File: src/rtl/mult_pkg.sv
// Shared types for the Booth multiplier back end.
package mult_pkg;

  localparam int unsigned MULT_A_DW = 8;
  localparam int unsigned MULT_B_DW = 8;
  localparam int unsigned MULT_C_DW = MULT_A_DW + MULT_B_DW;

  // Accumulator sequencing states.
  typedef enum logic [1:0] {
    IDLE = 2'd0,
    ACC  = 2'd1,
    DONE = 2'd2
  } pp_accum_state_e;

  // Redundant (carry-save) accumulator value; carry is held pre-shifted.
  typedef struct packed {
    logic [MULT_C_DW-1:0] sum;
    logic [MULT_C_DW-1:0] carry;
  } csa_t;

endpackage

File: src/rtl/pp_accum_csa.sv
// 3:2 carry-save compressor; carry output is already aligned one bit up.
module csa #(
  parameter int unsigned DW = 16
) (
  input  logic [DW-1:0] x,
  input  logic [DW-1:0] y,
  input  logic [DW-1:0] z,
  output logic [DW-1:0] s,
  output logic [DW-1:0] c
);

  logic [DW-1:0] maj;

  // Bitwise sum and majority; the shifted-out MSB of the carry is dropped.
  always_comb begin
    s   = x ^ y ^ z;
    maj = (x & y) | (x & z) | (y & z);
    c   = {maj[DW-2:0], 1'b0};
  end

endmodule

File: src/rtl/pp_accum.sv
// Sequential Booth partial-product accumulator: one CSA step per cycle, final CPA on the last step.
module pp_accum
  import mult_pkg::*;
#(
  parameter  int unsigned A_DW   = MULT_A_DW,
  parameter  int unsigned B_DW   = MULT_B_DW,
  localparam int unsigned C_DW   = A_DW + B_DW,
  localparam int unsigned HALF   = ((A_DW < B_DW) ? A_DW : B_DW) / 2,
  localparam int unsigned PP_NUM = HALF + 1
) (
  input  logic                       clk_i,
  input  logic                       rst_i,
  input  logic                       valid_i,
  output logic                       ready_o,
  input  logic [HALF:0][C_DW-1:0]    pp_i,
  output logic                       valid_o,
  input  logic                       ready_i,
  output logic [C_DW-1:0]            prod_o,
  output logic                       busy_o
);

  localparam int unsigned IDX_W = $clog2(PP_NUM + 1);

  pp_accum_state_e           state_q, state_d;
  logic [HALF:0][C_DW-1:0]   pp_q, pp_d;
  csa_t                      acc_q, acc_d;
  logic [IDX_W-1:0]          idx_q, idx_d;
  logic [C_DW-1:0]           prod_q, prod_d;
  logic                      valid_q, valid_d;
  logic                      busy_q, busy_d;

  logic                      accept;
  logic [C_DW-1:0]           csa_s;
  logic [C_DW-1:0]           csa_c;

  // Fold the currently selected partial product into the redundant accumulator.
  csa #(.DW(C_DW)) u_csa (
    .x (acc_q.sum),
    .y (acc_q.carry),
    .z (pp_q[idx_q]),
    .s (csa_s),
    .c (csa_c)
  );

  // Input side may load while idle, or in DONE when the result is drained the same cycle.
  always_comb begin
    ready_o = (state_q == IDLE) | ((state_q == DONE) & ready_i);
    accept  = valid_i & ready_o;
  end

  // Next-state and datapath update.
  always_comb begin
    state_d = state_q;
    pp_d    = pp_q;
    acc_d   = acc_q;
    idx_d   = idx_q;
    prod_d  = prod_q;

    case (state_q)
      IDLE: begin
        if (accept) begin
          pp_d    = pp_i;
          acc_d   = '0;
          idx_d   = '0;
          state_d = ACC;
        end
      end
      ACC: begin
        acc_d.sum   = csa_s;
        acc_d.carry = csa_c;
        if (idx_q == IDX_W'(PP_NUM - 1)) begin
          prod_d  = csa_s + csa_c;
          state_d = DONE;
        end else begin
          idx_d = idx_q + IDX_W'(1);
        end
      end
      DONE: begin
        if (ready_i) begin
          if (valid_i) begin
            pp_d    = pp_i;
            acc_d   = '0;
            idx_d   = '0;
            state_d = ACC;
          end else begin
            state_d = IDLE;
          end
        end
      end
      default: begin
        state_d = IDLE;
      end
    endcase

    valid_d = (state_d == DONE);
    busy_d  = (state_d != IDLE);
  end

  // State and datapath registers.
  always_ff @(posedge clk_i or posedge rst_i) begin
    if (rst_i) begin
      state_q <= IDLE;
      pp_q    <= '0;
      acc_q   <= '0;
      idx_q   <= '0;
      prod_q  <= '0;
      valid_q <= 1'b0;
      busy_q  <= 1'b0;
    end else begin
      state_q <= state_d;
      pp_q    <= pp_d;
      acc_q   <= acc_d;
      idx_q   <= idx_d;
      prod_q  <= prod_d;
      valid_q <= valid_d;
      busy_q  <= busy_d;
    end
  end

  // Registered outputs.
  always_comb begin
    valid_o = valid_q;
    prod_o  = prod_q;
    busy_o  = busy_q;
  end

endmodule

File: config.mk
export PLATFORM = sky130hd
export DESIGN_NAME = pp_accum
export DESIGN_NICKNAME = d
export VERILOG_FILES = /design/src/rtl/mult_pkg.sv /design/src/rtl/pp_accum_csa.sv /design/src/rtl/pp_accum.sv
export SDC_FILE = /design/constraint.sdc
export NUM_CORES = 1
export LEC_CHECK = 0
export ABC_AREA = 1
export CAP_MARGIN = 20
export CELL_PAD_IN_SITES_DETAIL_PLACEMENT = 1
export CELL_PAD_IN_SITES_GLOBAL_PLACEMENT = 1
export CORE_ASPECT_RATIO = 0.6
export CORE_MARGIN = 1
export CORE_UTILIZATION = 44
export CTS_CLUSTER_DIAMETER = 30
export CTS_CLUSTER_SIZE = 25
export DETAILED_ROUTE_END_ITERATION = 7
export MAX_ROUTING_LAYER = met4
export PLACE_DENSITY_LB_ADDON = 0.05
export SYNTH_ARGS = -nofsm -noshare
export SYNTH_HDL_FRONTEND = slang
export SYNTH_HIERARCHICAL = 1
export SYNTH_SLANG_ARGS = --single-unit
File: constraint.sdc
create_clock -name clk_i -period 7.6 [get_ports clk_i]
set_input_delay 1.52 -clock clk_i [delete_from_list [all_inputs] [get_ports clk_i]]
set_output_delay 1.52 -clock clk_i [all_outputs]
set_load 0.02 [all_outputs]
[Word-level counts from Yosys, hierarchy flattened]
Index checks and enable logic that the tools add are counted.
Word-level totals
  flip-flop bits (word level): 135
  input port bits: 84
  output and inout bits: 19
  logic and storage cells: 61
Cells by class
  add/sub/neg operators: 2
  order comparisons: 1
  equal/unequal tests: 8
  multiplexer cells: 20
  bitwise logic cells: 10
  reduce and logical (&&, ||, !) cells: 8
Operator list (number)
  $mux W80: 3
  $pmux W80 S2: 1
  $mux W32: 3
  $pmux W32 S3: 1
  $bmux W16 S3: 1
  $and A15 B15 Y15: 3
  $xor A16 B16 Y16: 2
  $or A15 B15 Y15: 2
  $add A16 B16 Y16: 1
  $mux W16: 1
  $mux W3: 4
  $pmux W3 S3: 1
  $ne A2 B2 Y1 const B: 4
  $reduce_and A4 Y1: 2
  $mux W2: 3
  $pmux W2 S3: 1
  $reduce_and A5 Y1: 1
  $eq A2 B2 Y1 const B: 2
  $lt A3 B4 Y1 const B: 1
  $reduce_bool A2 Y1: 2
  $add A3 B1 Y3 const B: 1
  $eq A3 B3 Y1 const B: 1
  $reduce_bool A3 Y1: 1
  $and A1 B1 Y1: 2
  5 further kinds: 5

[Logic depth before layout (Yosys ltp)]
  depth in word-level cells: 7
  depth in mapped cells: 20
  depth with buffers taken out: 18

[Hierarchy]
Netlist, hierarchy kept.
By module, submodules not included
  pp_accum: instances 1, cells each 802, area an instance 6572.6 sq um, seq. area each 3378.2 sq um
  csa: instances 1, cells each 26, area an instance 346.6 sq um, seq. area each 0.0 sq um

[Worst setup path before layout]
No wires, ideal clock.
  path type: input port to output port
  start point: input ready_i
  end point: output ready_o
  data arrival time: 1.751 ns
  data required time: 6.080 ns
  slack: 4.329 ns
  cell stages on the path: 2
  path buffers: 0
  cell sequence: nor2_4 -> nor2_4
On the way
  longest elaborated chain between the ends: 2
RTL lines
  start: declaration: RTL line pp_accum.sv:17  | input logic ready_i,
  $and A1 B1 Y1: RTL line pp_accum.sv:47  | ready_o = (state_q == IDLE) | ((state_q == DONE) & ready_i);
  $or A1 B1 Y1: RTL line pp_accum.sv:47
  end: declaration: RTL line pp_accum.sv:14  | output logic ready_o,
No other way between the ends.

[Final worst setup path]
Ends and elaborated chain as after synthesis.

==> results.json <==
{
  "status": "complete, no violations",
  "dpl.hpwl_um": 13900,
  "yosysWarningCount": 6,
  "min_path_type": "reg -> reg",
  "totalWireLength_um": 20300,
  "setup_viol": 0,
  "grtUsageMet3_pct": 3.42,
  "rrSetupSlack_ps": 3410,
  "cts_tree": "done",
  "final_common_cell": "nand2_1",
  "worst_pin_slew_ps": 1010,
  "fp-row-count": 35,
  "drtIter0Drc": 397,
  "synth_edf_count": 0,
  "max_freq_mhz": 226,
  "grt_pass1_vias": 6180,
  "hold_buffers": 0,
  "die-area_um2": 16200,
  "cts.clk_slew.worst_paths_ps": 60,
  "cts_buffer_depth": 2,
  "ys.flop_type": "dfrtp_1",
  "die_width_um": 164,
  "cts-buffers-inserted": 17,
  "cts_setup_buffers": 0,
  "syn_area_um2": 6920,
  "fin_skew_ps": 13.1,
  "use_met1_pct": 39.7,
  "finalHoldViolCount": 0,
  "synth_top_area_share_pct": 48.8,
  "startpoint_type": "input pin",
  "drv_slew": 0,
  "tns_ps": 0,
  "drt_pre_antenna_iters": 5,
  "grt_pass1_wl_um": 33100,
  "use_met2_pct": 41.8,
  "nets": 1032,
  "synth_cells": 828,
  "via_per_inst": 5.24,
  "yosys_register_bits": 135,
  "cts-root-buf": "clkbuf_16",
  "maxCapViolCount": 0,
  "cpPeakStageDelay_ps": 640,
  "async_reset_ff_share_pct": 100,
  "holdPathEnd": "prod_o[1]$_DFFE_PP0P_",
  "slew_headroom_pct": 33.0,
  "r2r-end": "prod_o[15]$_DFFE_PP0P_",
  "syn-num-nets": 945,
  "drive_gt1_share_pct": 5.17,
  "synth_area_leader_cell": "dfrtp_1",
  "period_needed_ps": 4430,
  "synth_cell_types": 36,
  "io_pins": 103,
  "arrival_ps": 2910,
  "vias": 5932,
  "port-buffer-count": 102,
  "synth_area_leaders": "dfrtp_1 (49%), nand2_1 (17%), o21ai_0 (5.9%)",
  "reg2reg_depth": 16,
  "post_cts_resized": 0,
  "whs_path_depth": 2,
  "antenna_found_initial": 0,
  "initial_core_util_pct": 45.0,
  "final_cell_mix": "nand2_1 (315), dfrtp_1 (135), clkdlybuf4s50_1 (102), o21ai_0 (81), inv_1 (71)",
  "cts_sinks": 135,
  "r2r_start": "idx_q[1]$_DFFE_PP0P_",
  "overflow": 0,
  "endpoint_kind": "output pin",
  "grt_max_degree": 110,
  "required_ps": 6080,
  "drt-wirelength-per-cell_um": 18.0,
  "path_max_fanout": 2,
  "path_delay_family": "buffers and inverters",
  "core_area_um2": 15400,
  "cp_num_buf_inv": 2,
  "gp_congestion": 0.860,
  "area_growth_pct": 24.7,
  "busiest_layer": "met2",
  "post-place-ws_ps": 3160,
  "grt_usage_pct": 27.7,
  "drt.antenna.violating_nets": 0,
  "fin_crit_sh_pct": 58.3,
  "worstSetupPathType": "in -> out",
  "avgSynthCellArea_um2": 8.36,
  "clk_latency_ps": 430,
  "worst_slack_ps": 3170,
  "htree_levels": 4,
  "die_h_um": 99.1,
  "yosysSeqAreaShare_pct": 48.8,
  "min_from": "prod_o[1]$_DFFE_PP0P_",
  "crit_slowest_cell": "clkdlybuf4s50_1",
  "path_cells": "clkdlybuf4s50_1 > nor2_4 > nor2_4 > clkdlybuf4s50_1",
  "drc": 0,
  "diodes": 0,
  "rsz0062_at_grt": "false"
}
-- how the worst max path moves through the flow --
stage / start / endpoint / cells past startpoint
floorplan: rst_i / acc_q[0]$_DFFE_PP0P_ / 1
global placement: ready_i / ready_o / 4
detailed placement: ready_i / ready_o / 4
CTS: ready_i / ready_o / 4
global route: ready_i / ready_o / 4
finish: ready_i / ready_o / 4
-- sequential cells by signal, indices dropped and copies added, names as in the netlist --
register	count
pp_q	80
busy_o	1
idx_q	3
prod_o	16
acc_q	32
state_q	2
valid_o	1
-- layout make-up --
class / count / area [um^2]
clock buffer: 19 / 443
clock inverter: 13 / 170
fill: 1832 / 6750
inverter: 79 / 302
multi-input combinational: 577 / 3040
sequential: 135 / 3380
tap: 203 / 254
timing repair buffer: 105 / 1040
-- per-layer routing --
layer	wire length (um)	part of all wire [%]	vias up
met2	9430	46	127
li1	-	-	2809
met5	0	0	-
met3	708	3.5	18
met1	10000	49	2978
met4	191	0.94	0
-- worst min-delay path, delay by kind of cell, from the launching register on --
family | cells | cell delay, ps
and+or+nand+nor | 2 | 100
DFF | 1 | 340
-- synthesized netlist by cell type (3+ instances only) --
library cell	n
a21oi_1	23
nor3_1	3
fa_1	16
nand3b_1	4
o21ai_0	81
inv_1	72
nand3_1	24
a22o_1	32
o22ai_1	3
o21ai_1	12
xnor2_1	3
inv_2	5
buf_2	19
nor2_1	29
ha_1	17
buf_6	5
dfrtp_1	135
clkbuf_1	9
nor2_4	3
nand2_1	315
-- per-stage QoR --
stage,std cells,hold slack [ps],utilization [%],instance area (um^2)
5_1_grt,1131,499,56.1,8630
2_1_floorplan,828,444,-,6920
3_3_place_gp,1099,453,52.1,8010
4_1_cts,1131,478,56.1,8630
3_5_place_dp,1099,462,52.1,8010
6_report,1131,473,56.1,8630
-- cell families after synthesis --
group	after synthesis	share of synthesized area [%]
flops	135	48.8
fa+ha+maj	33	7.70
buf+inv	116	7.31
xor+xnor	4	0.506
simple gates	384	22.5
other cells	1	0.0542
compound gates	155	13.1
Power is left out: the tool's default activity adds up to more than one toggle a clock period on the data nets, which glitch-free logic cannot reach.
